### config.mk
export PLATFORM = sky130hd
export DESIGN_NAME = touch_spi_master
export DESIGN_NICKNAME = d
export VERILOG_FILES = /design/src/rtl/touch_pkg.sv /design/src/rtl/touch_clkdiv.sv /design/src/rtl/touch_spi_master.sv
export SDC_FILE = /design/constraint.sdc
export NUM_CORES = 1
export LEC_CHECK = 0
export BUFFER_PORTS_ARGS = -buffer_cell sky130_fd_sc_hd__buf_2
export CELL_PAD_IN_SITES_DETAIL_PLACEMENT = 0
export CELL_PAD_IN_SITES_GLOBAL_PLACEMENT = 2
export CORE_MARGIN = 5
export CORE_UTILIZATION = 34
export DETAILED_ROUTE_END_ITERATION = 7
export HOLD_SLACK_MARGIN = 0.12
export PLACE_DENSITY_LB_ADDON = 0.1
export SLEW_MARGIN = 20
export SYNTH_ARGS = -nofsm -noshare
export SYNTH_HDL_FRONTEND = slang
export SYNTH_HIERARCHICAL = 1
export SYNTH_SLANG_ARGS = --single-unit
### constraint.sdc
create_clock -name HCLK -period 2.15 [get_ports HCLK]
set_input_delay 0.1075 -clock HCLK [delete_from_list [all_inputs] [get_ports HCLK]]
set_output_delay 0.1075 -clock HCLK [all_outputs]
set_load 0.01 [all_outputs]
### src/rtl/touch_pkg.sv
// Shared state encoding and constants for the touch-panel SPI master.
// The GAP state exists only when TOUCH_SPI_AVG_EN is defined.
package touch_pkg;

    localparam int unsigned XFER_CLKS = 24;
    localparam int unsigned CMD_BITS  = 8;

    localparam logic [7:0] CMD_X = 8'hD0;
    localparam logic [7:0] CMD_Y = 8'h90;

`ifdef TOUCH_SPI_AVG_EN
    typedef enum logic [2:0] {
        ST_IDLE,
        ST_SETUP,
        ST_XFER,
        ST_HOLD,
        ST_GAP
    } state_e;
`else
    typedef enum logic [1:0] {
        ST_IDLE,
        ST_SETUP,
        ST_XFER,
        ST_HOLD
    } state_e;
`endif

endpackage

### src/rtl/touch_clkdiv.sv
// Half-period tick generator: one-cycle tick every CLK_DIV cycles while enabled,
// counting restarts from 0 whenever the enable drops.
module touch_clkdiv #(
    parameter int unsigned CLK_DIV = 8
) (
    input  logic clk_i,
    input  logic rst_ni,
    input  logic en_i,
    output logic tick_o
);

    localparam logic [7:0] CNT_LAST = 8'(CLK_DIV - 1);

    logic [7:0] cnt_q, cnt_d;

    always_comb begin
        cnt_d = cnt_q;
        if (!en_i) begin
            cnt_d = '0;
        end else if (cnt_q == CNT_LAST) begin
            cnt_d = '0;
        end else begin
            cnt_d = cnt_q + 8'd1;
        end
    end

    always_ff @(posedge clk_i or negedge rst_ni) begin
        if (!rst_ni) begin
            cnt_q <= '0;
        end else begin
            cnt_q <= cnt_d;
        end
    end

    assign tick_o = en_i && (cnt_q == CNT_LAST);

endmodule

### src/rtl/touch_spi_master.sv
// XPT2046-style touch ADC SPI master: one 24-clock conversion per start.
// With TOUCH_SPI_AVG_EN defined, four conversions are averaged per start.
module touch_spi_master
    import touch_pkg::*;
#(
    parameter int unsigned CLK_DIV = 8
) (
    input  logic        HCLK,
    input  logic        HRESETn,
    input  logic        start,
    input  logic [7:0]  cmd,
    input  logic        abort,
    output logic        busy,
    output logic        done,
    output logic [11:0] data,
    input  logic        touch_dout,
    output logic        touch_dclk,
    output logic        touch_cs,
    output logic        touch_din
);

    localparam logic [5:0] HP_LAST = 6'(2 * XFER_CLKS - 1);
    localparam logic [5:0] HP_CMD  = 6'(2 * CMD_BITS);
    localparam logic [5:0] HP_MSB  = 6'(2 * (CMD_BITS + 2) - 2);
    localparam logic [5:0] HP_LSB  = 6'(2 * (CMD_BITS + 13) - 2);

    state_e      state_q, state_d;
    logic [7:0]  cmd_q, cmd_d;
    logic [5:0]  hp_q, hp_d;
    logic [11:0] rx_q, rx_d;
    logic [11:0] data_q, data_d;
    logic        done_q, done_d;
    logic        tick;

`ifdef TOUCH_SPI_AVG_EN
    logic [1:0]  conv_q, conv_d;
    logic [13:0] acc_q, acc_d;
    logic [13:0] sum;
`endif

    touch_clkdiv #(
        .CLK_DIV(CLK_DIV)
    ) u_clkdiv (
        .clk_i (HCLK),
        .rst_ni(HRESETn),
        .en_i  (busy),
        .tick_o(tick)
    );

    always_comb begin
        state_d = state_q;
        cmd_d   = cmd_q;
        hp_d    = hp_q;
        rx_d    = rx_q;
        data_d  = data_q;
        done_d  = 1'b0;
`ifdef TOUCH_SPI_AVG_EN
        conv_d  = conv_q;
        acc_d   = acc_q;
        sum     = acc_q + {2'b00, rx_q};
`endif
        if (abort) begin
            state_d = ST_IDLE;
            hp_d    = '0;
        end else begin
            case (state_q)
                ST_IDLE: begin
                    if (start) begin
                        state_d = ST_SETUP;
                        cmd_d   = cmd;
                        hp_d    = '0;
`ifdef TOUCH_SPI_AVG_EN
                        conv_d  = '0;
                        acc_d   = '0;
`endif
                    end
                end
                ST_SETUP: begin
                    if (tick) begin
                        state_d = ST_XFER;
                        hp_d    = '0;
                    end
                end
                ST_XFER: begin
                    if (tick) begin
                        // Only rx[14:3] ever reaches data, so only clocks 10-21 are stored.
                        if (!hp_q[0] && hp_q >= HP_MSB && hp_q <= HP_LSB) begin
                            rx_d = {rx_q[10:0], touch_dout};
                        end
                        if (hp_q == HP_LAST) begin
                            state_d = ST_HOLD;
                            hp_d    = '0;
                        end else begin
                            hp_d = hp_q + 6'd1;
                        end
                    end
                end
                ST_HOLD: begin
                    if (tick) begin
`ifdef TOUCH_SPI_AVG_EN
                        if (conv_q == 2'd3) begin
                            state_d = ST_IDLE;
                            data_d  = sum[13:2];
                            done_d  = 1'b1;
                        end else begin
                            state_d = ST_GAP;
                            acc_d   = sum;
                            conv_d  = conv_q + 2'd1;
                        end
`else
                        state_d = ST_IDLE;
                        data_d  = rx_q;
                        done_d  = 1'b1;
`endif
                    end
                end
`ifdef TOUCH_SPI_AVG_EN
                ST_GAP: begin
                    if (tick) begin
                        state_d = ST_SETUP;
                    end
                end
`endif
                default: state_d = ST_IDLE;
            endcase
        end
    end

    always_ff @(posedge HCLK or negedge HRESETn) begin
        if (!HRESETn) begin
            state_q <= ST_IDLE;
            cmd_q   <= '0;
            hp_q    <= '0;
            rx_q    <= '0;
            data_q  <= '0;
            done_q  <= 1'b0;
`ifdef TOUCH_SPI_AVG_EN
            conv_q  <= '0;
            acc_q   <= '0;
`endif
        end else begin
            state_q <= state_d;
            cmd_q   <= cmd_d;
            hp_q    <= hp_d;
            rx_q    <= rx_d;
            data_q  <= data_d;
            done_q  <= done_d;
`ifdef TOUCH_SPI_AVG_EN
            conv_q  <= conv_d;
            acc_q   <= acc_d;
`endif
        end
    end

    always_comb begin
        touch_din = 1'b0;
        if (state_q == ST_SETUP) begin
            touch_din = cmd_q[7];
        end else if (state_q == ST_XFER && hp_q < HP_CMD) begin
            touch_din = cmd_q[~hp_q[3:1]];
        end
    end

    assign busy       = (state_q != ST_IDLE);
    assign done       = done_q;
    assign data       = data_q;
    assign touch_dclk = (state_q == ST_XFER) && hp_q[0];
`ifdef TOUCH_SPI_AVG_EN
    assign touch_cs   = (state_q == ST_IDLE) || (state_q == ST_GAP);
`else
    assign touch_cs   = (state_q == ST_IDLE);
`endif

endmodule

==> impl_metrics.prom <==
# TYPE chip_impl_metric gauge
chip_impl_metric{name="pwr-share-seq",unit="%"} 46.1
chip_impl_metric{name="number_of_global_route_vias_before_repair",unit=""} 1751
chip_impl_metric{name="post_synth_mux_area_share",unit="%"} 13.36
chip_impl_metric{name="full_die_area",unit="um^2"} 8707
chip_impl_metric{name="timing.slew.headroom",unit="%"} 58.14
chip_impl_info{name="critical_path_class",value="reg2reg"} 1
chip_impl_metric{name="post_synth_xor_area_fraction",unit="%"} 1.113
chip_impl_metric{name="postLayoutSetupSlackWorst",unit="ps"} 172.1
chip_impl_metric{name="antenna_violating_nets_left",unit=""} 0
chip_impl_metric{name="setup_tns",unit="ps"} 0
chip_impl_metric{name="post_synth_net_total",unit=""} 233
chip_impl_metric{name="setup_viol",unit=""} 0
chip_impl_metric{name="routed_wire_length_per_instance",unit="um"} 14.22
chip_impl_metric{name="core_region_area",unit="um^2"} 6756
chip_impl_metric{name="detail_route.first_pass.iterations",unit=""} 4
chip_impl_metric{name="overflow",unit=""} 0
chip_impl_info{name="hold_path.class",value="in2reg"} 1
chip_impl_metric{name="floorplan.die.width",unit="um"} 93.31
chip_impl_info{name="worstPathCellList",value="or3_1 -> nor3_4 -> o21bai_1 -> a31oi_2 -> a21o_1 -> a22o_1"} 1
chip_impl_info{name="main_combinational_cell_family_by_area_after_synthesis",value="simple AND/OR/NAND/NOR gates"} 1
chip_impl_metric{name="routed-via-count",unit=""} 1669
chip_impl_metric{name="worstPathRequired",unit="ps"} 2350
chip_impl_metric{name="power.static_leakage",unit="uW"} 0.001464
chip_impl_info{name="layout_commonest_cell",value="sky130_fd_sc_hd__dfrtp_1"} 1
chip_impl_metric{name="post_route_cells_drive_above_1_share",unit="%"} 30.19
chip_impl_metric{name="ctsHtreeMaxLevel",unit=""} 2
chip_impl_metric{name="fmaxAchievable",unit="MHz"} 505.6
chip_impl_metric{name="fin_nets",unit=""} 285
chip_impl_info{name="outcome",value="completed"} 1
chip_impl_metric{name="synth_adder_area_share",unit="%"} 4.242
chip_impl_metric{name="clock_power_share",unit="%"} 23.4
chip_impl_metric{name="detailed_place_hpwl",unit="um"} 3487
chip_impl_metric{name="maximum_capacitance_violations",unit=""} 0
chip_impl_metric{name="antenna_found_initial",unit=""} 0
chip_impl_metric{name="numPortBuffers",unit=""} 29
chip_impl_metric{name="netlist_instances",unit=""} 212
chip_impl_metric{name="initial_core_util",unit="%"} 34.93
chip_impl_metric{name="period_share",unit="%"} 92.00
chip_impl_metric{name="syn_area",unit="um^2"} 2360
chip_impl_metric{name="finalHoldViolations",unit=""} 0
chip_impl_metric{name="syn_to_final_growth",unit="%"} 21.69
chip_impl_info{name="critical_path.startpoint_type",value="flop"} 1
chip_impl_metric{name="gp_congestion",unit=""} 0.7633
chip_impl_metric{name="count_of_final_max_slew_check_failures",unit=""} 0
chip_impl_metric{name="post_synthesis_compound_gate_area_fraction",unit="%"} 7.847
chip_impl_metric{name="cts.reportedPaths.clkPinSlew",unit="ps"} 90
chip_impl_metric{name="grt_start_max_net_pins",unit=""} 50
chip_impl_info{name="critical_path.endpoint_type",value="flop"} 1
chip_impl_metric{name="cpPeakStageDelay",unit="ps"} 450
chip_impl_metric{name="postRouteWirelength",unit="um"} 4905
chip_impl_metric{name="power_switching",unit="uW"} 788.1
chip_impl_metric{name="grt.total_usage",unit="%"} 12.42
chip_impl_metric{name="finalCriticalPeriod",unit="ps"} 1978
chip_impl_metric{name="antenna_cells",unit=""} 0
chip_impl_metric{name="route.detailed.drc",unit=""} 0
chip_impl_metric{name="synth_seq_cells",unit=""} 49
chip_impl_metric{name="worst_clock_skew",unit="ps"} 9.673
chip_impl_metric{name="switching_share",unit="%"} 32.96
chip_impl_metric{name="cts_sinks",unit=""} 49
chip_impl_metric{name="grt_first_pass_wirelength",unit="um"} 8569
chip_impl_metric{name="detail_route.vias_per_cell",unit=""} 4.838
chip_impl_metric{name="worst_pin_slew",unit="ps"} 627.9
chip_impl_info{name="cpMaxStageDelayCell",value="sky130_fd_sc_hd__or3_1"} 1
chip_impl_metric{name="clock_latency",unit="ps"} 310
chip_impl_info{name="layout_common_cells",value="49 x sky130_fd_sc_hd__dfrtp_1, 43 x sky130_fd_sc_hd__nand2_1, 29 x sky130_fd_sc_hd__buf_2"} 1
chip_impl_metric{name="crit_fanout",unit=""} 6
chip_impl_metric{name="post-place-ws",unit="ps"} 111.8
chip_impl_metric{name="cts_buffers",unit=""} 5
chip_impl_metric{name="syn_avg_cell_area",unit="um^2"} 11.13
chip_impl_metric{name="vdd_ir_drop_max",unit="uV"} 293.1
chip_impl_metric{name="internal",unit="uW"} 1603
chip_impl_metric{name="placement_rows",unit=""} 30
chip_impl_metric{name="yosys.area_share.simple",unit="%"} 18.24
chip_impl_metric{name="count_of_distinct_cell_types_in_the_synthesized_netlist",unit=""} 45
chip_impl_metric{name="num_io_pins",unit=""} 30
chip_impl_metric{name="synth.yosys.warnings",unit=""} 6
chip_impl_metric{name="vert_die_dim",unit="um"} 93.31
chip_impl_metric{name="power_frac_comb",unit="%"} 30.5
chip_impl_metric{name="ctsLongestPathBuffers",unit=""} 2
chip_impl_metric{name="cp.arrival",unit="ps"} 2180
chip_impl_metric{name="detail_route.iter0.violations",unit=""} 35
chip_impl_info{name="unrepaired_setup_endpoints_after_global_routing",value="no"} 1
chip_impl_metric{name="final_layout_fill_cell_count",unit=""} 662
chip_impl_metric{name="synth_sequential_area_ratio",unit="%"} 51.96
chip_impl_metric{name="power.density_cell_area",unit="nW/um^2"} 832.7
chip_impl_info{name="tritoncts_clock_tree",value="yes"} 1
chip_impl_info{name="clockRootBuffer",value="sky130_fd_sc_hd__clkbuf_8"} 1
[cells by family after synthesis]
group / Yosys count
xor gates and xnor gates: 3
adders and majority gates: 8
muxes: 25
and+or+nand+nor: 86
DFF: 49
AOI/OAI and AO/OA: 27
buffers and inverters: 14
[worst paths after layout]
kind | start | to | cells after the start | slack (ps)
worst max-delay path | u_clkdiv/cnt_q[4] | hp_q[5] | 6 | 170
worst min-delay path | abort | state_q[1] | 3 | 220
worst max register to register | u_clkdiv/cnt_q[4] | hp_q[5] | 6 | 170
worst min register to register | data[6] | data[6] | 2 | 470
max in group asynchronous | HRESETn | data[5] | 3 | 1290
min in group asynchronous | HRESETn | hp_q[4] | 3 | 430
[timing repair]
| action | CTS | global route |
|---|---|---|
| endpoints found under the hold margin | 58 | 0 |
| hold buffers | 10 | 0 |
| setup buffers | 0 | 1 |
| gates resized for setup | 0 | 4 |
| setup endpoints to repair | 0 | 12 |
[per-layer routing]
metal  up-vias  GRT usage, %  wire (um)
met2        27         18.88       2205
li1        837             -          -
met4         0         4.029         62
met1       799         16.95       2431
met5         -             0          0
met3         6         3.620        206
[critical path: cells and delay by family (launching register included)]
| kind | cells | cell delay (ps) |
|---|---|---|
| and+or+nand+nor | 2 | 710 |
| AOI/OAI and AO/OA | 4 | 770 |
| DFF | 1 | 410 |
[synthesized netlist by cell type, drive strengths merged]
cell | n | share of area [%]
o21bai | 1 | 0.32
mux2 | 22 | 12
or4 | 1 | 0.32
a31oi | 1 | 0.53
nand2b | 4 | 1.1
xnor2 | 2 | 0.74
or2 | 1 | 0.27
nand4 | 2 | 0.80
or3 | 4 | 1.1
o21ai | 10 | 2.3
nand4b | 1 | 0.37
o21a | 2 | 0.64
nor3 | 3 | 0.64
a21o | 1 | 0.32
inv | 8 | 1.3
and2 | 1 | 0.27
o211ai | 2 | 0.64
nand4bb | 1 | 0.48
ha | 8 | 4.2
a21oi | 3 | 0.64
or4b | 1 | 0.42
xor2 | 1 | 0.37
nand2 | 43 | 6.8
and2b | 1 | 0.42
a22o | 2 | 0.74
and3 | 1 | 0.27
o31ai | 1 | 0.32
nor4b | 1 | 0.37
nor2 | 8 | 1.3
nor2b | 1 | 0.27
buf | 4 | 1.6
nand3b | 5 | 1.6
mux2i | 3 | 1.3
clkbuf | 2 | 0.32
a32o | 1 | 0.42
o311ai | 1 | 0.37
a31o | 1 | 0.37
nor4 | 1 | 0.27
dfrtp | 49 | 52
o22ai | 1 | 0.27
nand3 | 6 | 1.3
[registers in the layout, summed over array words and instances (netlist names)]
register	cells
hp_q	6
cmd_q	8
rx_q	12
u_clkdiv/cnt_q	8
state_q	2
done	1
data	12
[power by group through the flow]
stage	Clock [uW]	Combinational, uW	Sequential, uW
3_5_place_dp	0	713	1120
6_report	560	729	1100
3_3_place_gp	0	717	1120
4_1_cts	604	730	1100
2_1_floorplan	0	447	1110
5_1_grt	634	830	1120
[metrics by stage]
stage | total power [uW] | instances | hold WS (ps) | cell area [um^2] | util [%]
after floorplan | 1558 | 212 | -188.1 | 2365 | -
after global placement | 1834 | 326 | 264.2 | 2659 | 39.35
after detailed placement | 1833 | 326 | 268.3 | 2659 | 39.35
after CTS | 2437 | 344 | 195.2 | 2849 | 42.17
after global routing | 2582 | 345 | 257.7 | 2872 | 42.50
final | 2391 | 345 | 221.9 | 2872 | 42.50
[layout make-up]
cell class	instances	area [um^2]	share of cell area, %
clock buffer	5	68.82	2.397
clock inverter	3	21.27	0.7407
inverter	8	30.03	1.046
multi-input combinational	149	1077	37.52
sequential	49	1226	42.70
tap	80	100.1	3.486
timing repair buffer	51	347.8	12.11
Power figures use the tool's default switching activity.
